### src/rtl/pc_sequencer.sv
// Program-counter sequencer: owns the fetch address, handshakes with instruction memory and redirects on branch/exc/eret.
// Latency: every redirect or advance appears on pc one cycle after the triggering input; first request two cycles after reset.
// Backpressure: pc holds while stall is high or fetch_ready is low; redirects still act. Optional macro PC_SEQ_DELAY_SLOT_EN.

`ifndef WORD_LEN
`define WORD_LEN 32
`endif

module pc_sequencer #(
    parameter int             W            = `WORD_LEN,
    parameter logic [W-1:0]   RESET_VECTOR = W'(32'hBFC0_0000),
    parameter logic [W-1:0]   EXC_VECTOR   = W'(32'hBFC0_0380),
    parameter int             STEP         = 4
) (
    input  logic         clk,
    input  logic         rst,
    input  logic         stall,
    input  logic         fetch_ready,
    input  logic         br_taken,
    input  logic [W-1:0] br_target,
    input  logic         exc,
    input  logic         eret,
    output logic         fetch_valid,
    output logic [W-1:0] pc,
    output logic [W-1:0] pc_plus4,
    output logic [W-1:0] epc,
    output logic         bd,
    output logic [W-1:0] fetch_count
);

`ifdef PC_SEQ_DELAY_SLOT_EN
    typedef enum logic [1:0] {BOOT, RUN, PEND} state_t;
`else
    typedef enum logic {BOOT, RUN} state_t;
`endif

    state_t       r_state;
    state_t       w_state_nxt;
    logic [W-1:0] r_pc;
    logic [W-1:0] w_pc_nxt;
    logic [W-1:0] r_epc;
    logic [W-1:0] w_epc_nxt;
    logic [W-1:0] r_fetch_count;
    logic [W-1:0] w_pc_step;
    logic         w_fire;

`ifdef PC_SEQ_DELAY_SLOT_EN
    logic         r_bd;
    logic         w_bd_nxt;
    logic [W-1:0] r_pend_target;
    logic [W-1:0] w_pend_target_nxt;
`endif

    assign w_pc_step   = r_pc + W'(STEP);
    assign fetch_valid = (r_state != BOOT) & ~stall;
    assign w_fire      = fetch_valid & fetch_ready;

    assign pc          = r_pc;
    assign pc_plus4    = w_pc_step;
    assign epc         = r_epc;
    assign fetch_count = r_fetch_count;
`ifdef PC_SEQ_DELAY_SLOT_EN
    assign bd          = r_bd;
`else
    assign bd          = 1'b0;
`endif

    // Next-state and next-PC selection: exc > eret > branch > fire > hold.
    always_comb begin
        w_state_nxt = r_state;
        w_pc_nxt    = r_pc;
        w_epc_nxt   = r_epc;
`ifdef PC_SEQ_DELAY_SLOT_EN
        w_bd_nxt          = r_bd;
        w_pend_target_nxt = r_pend_target;
`endif
        case (r_state)
            BOOT: w_state_nxt = RUN;
            default: begin
                if (exc) begin
                    w_pc_nxt    = EXC_VECTOR;
                    w_epc_nxt   = r_pc;
                    w_state_nxt = RUN;
`ifdef PC_SEQ_DELAY_SLOT_EN
                    w_bd_nxt    = (r_state == PEND);
`endif
                end else if (eret) begin
                    w_pc_nxt    = r_epc;
                    w_state_nxt = RUN;
                end else if (br_taken) begin
`ifdef PC_SEQ_DELAY_SLOT_EN
                    // Branch is deferred until the delay-slot instruction is accepted.
                    w_pend_target_nxt = br_target;
                    w_state_nxt       = PEND;
                    if (w_fire) begin
                        w_pc_nxt = w_pc_step;
                    end
`else
                    w_pc_nxt = br_target;
`endif
                end else if (w_fire) begin
`ifdef PC_SEQ_DELAY_SLOT_EN
                    if (r_state == PEND) begin
                        w_pc_nxt    = r_pend_target;
                        w_state_nxt = RUN;
                    end else begin
                        w_pc_nxt = w_pc_step;
                    end
`else
                    w_pc_nxt = w_pc_step;
`endif
                end
            end
        endcase
    end

    // State, PC and exception registers.
    always_ff @(posedge clk or posedge rst) begin
        if (rst) begin
            r_state <= BOOT;
            r_pc    <= RESET_VECTOR;
            r_epc   <= '0;
        end else begin
            r_state <= w_state_nxt;
            r_pc    <= w_pc_nxt;
            r_epc   <= w_epc_nxt;
        end
    end

`ifdef PC_SEQ_DELAY_SLOT_EN
    // Delay-slot bookkeeping: pending target and branch-delay flag.
    always_ff @(posedge clk or posedge rst) begin
        if (rst) begin
            r_bd          <= 1'b0;
            r_pend_target <= '0;
        end else begin
            r_bd          <= w_bd_nxt;
            r_pend_target <= w_pend_target_nxt;
        end
    end
`endif

    // Accepted-fetch counter, counts every fire including ones coincident with a redirect.
    always_ff @(posedge clk or posedge rst) begin
        if (rst) begin
            r_fetch_count <= '0;
        end else if (w_fire) begin
            r_fetch_count <= r_fetch_count + W'(1);
        end
    end

endmodule

### config.mk
export PLATFORM = sky130hd
export DESIGN_NAME = pc_sequencer
export DESIGN_NICKNAME = d
export VERILOG_FILES = /design/src/rtl/pc_sequencer.sv
export SDC_FILE = /design/constraint.sdc
export NUM_CORES = 1
export LEC_CHECK = 0
export BUFFER_PORTS_ARGS = -buffer_cell sky130_fd_sc_hd__buf_2
export CAP_MARGIN = 5
export CELL_PAD_IN_SITES_DETAIL_PLACEMENT = 1
export CELL_PAD_IN_SITES_GLOBAL_PLACEMENT = 1
export CORE_ASPECT_RATIO = 2
export CORE_MARGIN = 5
export CORE_UTILIZATION = 39
export CTS_BUF_LIST = sky130_fd_sc_hd__clkbuf_8
export DETAILED_ROUTE_END_ITERATION = 8
export GPL_ROUTABILITY_DRIVEN = 0
export GPL_TIMING_DRIVEN = 0
export PLACE_DENSITY = 0.85
export SETUP_SLACK_MARGIN = 0.2
export SLEW_MARGIN = 20
export SYNTH_ARGS = -nofsm -noshare
export SYNTH_HDL_FRONTEND = slang
export SYNTH_SLANG_ARGS = --single-unit
### constraint.sdc
create_clock -name clk -period 3.53 [get_ports clk]
set_input_delay 0.353 -clock clk [delete_from_list [all_inputs] [get_ports clk]]
set_output_delay 0.353 -clock clk [all_outputs]
set_load 0.02 [all_outputs]
==> results.toml <==
[timing]
max_freq_mhz = 323.3
tightestPinTransition_ns = 1.010
finalClockSkew_ns = 0.01406
timing.final.max_slew_violations = 0
rsz0062_at_grt = "false"
setup_viol = 0
timing.final.crit_share_pct = 87.63
final_period_minus_worst_setup_slack_ns = 3.093
hold_violations = 0
fin_worst_hold_slack_ns = 0.2701
max-slew-margin-rel_pct = 32.02

[floorplan]
start_util_pct = 39.39
floorplan.die.height_microns = 173.8
io_pins = 169
fp.dieW_microns = 91.92
core_region_area_sq_um = 13290
die_footprint_sq_um = 15980
floorplan.rows = 60

[clock_tree]
ctsRootBufferMaster = "clkbuf_8"
htree_num_levels = 3
clk_latency_ns = 0.37
cts_resized = 0
tritoncts_clock_tree = "built"
tritoncts.num_buffers = 9
cts_setup_buffers = 0
tritoncts_num_sinks = 97
max-clock-path-buffers = 2
clock_edge_transition_at_the_registers_on_the_reported_setup_and_hold_paths_ns = 0.11

[layout]
final_net_count = 753
layout-drive-gt1-share_pct = 33.05
layoutNonFillerInstCount = 872
area_delta_synth_final_pct = 24.03
antenna-diode-count = 0
stdcell_area_sq_um = 6491
fill_cell_total_of_the_finished_layout = 1597

[detailed_routing]
route.layer.met1.wl_microns = 7678
routed_wire_length_per_instance_microns = 20.54
vias = 5041
route.final.wire_length_microns = 17910
vias_per_instance = 5.781
dr.pass1.iters = 4
wl_met2_microns = 8812
ant_nets = 0
wl_met3_microns = 1112
uppermost_metal_layer_occupied_by_signal_nets = "met4"
remaining_drc_errors = 0
initialDrtViolationCount = 261

[global_route]
via_count_of_the_first_global_routing_pass = 5266
grt_max_degree = 56
global_route_wire_length_before_repair_microns = 28360
grt_overflow_total = 0
grt_antenna_before_repair = 0
globalRouteTotalUtil_pct = 22.24

[setup_path]
critPathCapture = "pc_plus4[27]"
timing.critical_path.fanout_max = 9
critical_path.startpoint = "pc[7]"
worst_path_dominant_cell_family = "simple AND/OR/NAND/NOR gates"
ff2ff_setup_slack_ns = 1.10
cell_by_cell_listing_of_the_critical_path = "buf_2, nand4_1, nor4_1, nand4b_1, xnor2_1, buf_2"
critPathArrivalTime_ns = 2.74
critical_path_class = "reg -> out"
timing.reg2reg.worst_path_depth = 6
cp_common_cell = "buf_2"
worst_setup_path_end_kind = "primary output"
timing.critical_path.buf_inv = 2
critical_path_data_required_time_ns = 3.18
crit_path_top_delay_cell = "nor4_1"
timing.rr.start = "pc[7]"
setup.worst_path.start_class = "flip-flop"
reg2reg_to = "pc[29]"
cp.depth = 6
maximum_single_stage_delay_on_the_critical_path_ns = 0.82

[synth]
synth.top_cell.area_share_pct = 42.08
post_synth_inst_count = 534
ys_top_cells_by_count = "dfrtp_1 (88), nand2_1 (44), xnor2_1 (44)"
synth.cell_area_sq_um = 5234
syn_area_per_cell_sq_um = 9.801
synth_flop_cell = "dfrtp_1"
yosysUniqueCellTypes = 62
yosysSeqAreaShare_pct = 46.59
synth_area_leaders = "dfrtp_1 (42%), xnor2_1 (7.4%), dfstp_2 (4.5%)"
synth-edff-count = 0
synth.net_count = 575
ys_warn_count = 0
synthMostInstantiatedCell = "dfrtp_1"
synth_async_sr_flop_share_pct = 100.0
synth_top_area_cell = "dfrtp_1"
ys_seq_elements = 97

[power_and_ir_drop]
irDropWorstVdd_mv = 0.2738
cellPowerDensity_nw_per_um2 = 462.7
post-layout-total-power_w = 0.003003
power.static_leakage_nw = 3.143

[job]
cap_viol_max_count = 0

[placed_design]
place.detailed.instances = 855
postPlaceCellArea_sq_um = 6286
place.port_buffers = 165
dpl.hpwl_microns = 13410

[outcome]
outcome = "completed"

[worst_hold_path]
hold_path.class = "in -> reg"
timing.hold.worst.start = "br_target[1]"
## cells by family (layout without fill, tap and decap cells)
logic type / Yosys count / in the layout / share of synthesized area, %
xor gates and xnor gates: 58 / 58 / 9.706
adders and majority gates: 2 / 2 / 0.4780
other: 2 / 2 / 0.1435
AOI/OAI and AO/OA: 132 / 132 / 17.36
and+or+nand+nor: 171 / 171 / 17.33
buffers and inverters: 53 / 236 / 4.327
muxes: 19 / 19 / 4.064
DFF: 97 / 97 / 46.59
## sequential cells by signal, summed over array words and instances (netlist names)
name / cells
fetch_count: 32
pc: 32
epc: 32
r_state: 1
## worst min-delay path: stages
cell and delay [ns]:
buf_2 0.07, a22oi_1 0.05, o21ai_0 0.13
## cell usage in the layout, fill, tap and decap left out, types with 3 or more instances in the layout
cell,synthesis,final
nand2_1,44,44
xnor2_1,44,44
a221oi_1,6,6
xor2_1,14,14
nor2_1,31,31
dfrtp_1,88,88
a22oi_1,3,3
o21a_1,3,3
and4_1,6,6
and2_1,3,3
a221o_1,6,6
nand3_1,26,26
buf_4,3,3
nand4_1,14,14
a21oi_1,16,16
o21ai_0,38,38
nor3_1,8,8
a2bb2oi_1,10,10
clkbuf_8,0,9
nor4_1,5,5
o211ai_1,3,3
inv_6,0,4
o22ai_1,13,13
o31ai_1,11,11
dfstp_2,9,9
inv_1,20,19
clkbuf_1,15,15
nor2b_1,4,4
and3_1,7,7
a22o_1,9,9
buf_2,12,177
nand2b_1,6,6
mux2_2,18,18
## how the worst min path moves through the flow
| stage | slack (ns) | cells after the start | to |
|---|---|---|---|
| global route | 0.29 | 3 | pc[10] |
| detailed placement | 0.40 | 2 | fetch_count[1] |
| CTS | 0.25 | 3 | pc[1] |
| global placement | 0.45 | 1 | fetch_count[31] |
| finish | 0.27 | 3 | pc[1] |
| floorplan | 0.55 | 2 | pc[0] |
## final cells by class
class | count | area (sq um) | share of cell area, %
multi-input combinational | 384 | 2569 | 39.57
clock inverter | 7 | 71.32 | 1.099
clock buffer | 9 | 123.9 | 1.908
sequential | 97 | 2439 | 37.57
timing repair buffer | 167 | 863.3 | 13.30
inverter | 21 | 83.83 | 1.291
buffer | 32 | 147.6 | 2.274
tap | 155 | 193.9 | 2.988
## layer usage
| metal | vias to the layer above | GRT usage, % |
|---|---|---|
| met3 | 22 | 3.823 |
| met4 | 0 | 6.390 |
| met1 | 2544 | 30.00 |
| met5 | - | 0 |
| met2 | 193 | 36.57 |
| li1 | 2282 | - |
## power breakdown
group          switching (W)  internal, W  leakage, nW
Clock               0.000457     0.000278       0.0995
Sequential          0.000159      0.00125         1.24
Combinational       0.000549     0.000310         1.80
## through the flow
step                setup TNS [ns]  util (%)  worst slack (ns)
floorplan                        0         -            0.6582
global placement            -53.37     47.06           -0.6119
detailed placement               0     47.31            0.9231
CTS                              0     48.85            0.4442
global route                     0     48.85            0.2028
finish                           0     48.85            0.4367
## repair_timing
action	in CTS	in global routing
hold endpoints to repair	42	0
hold buffers	1	0
endpoints found under the setup margin	0	0
No activity file was read; power rests on OpenSTA's default activity.
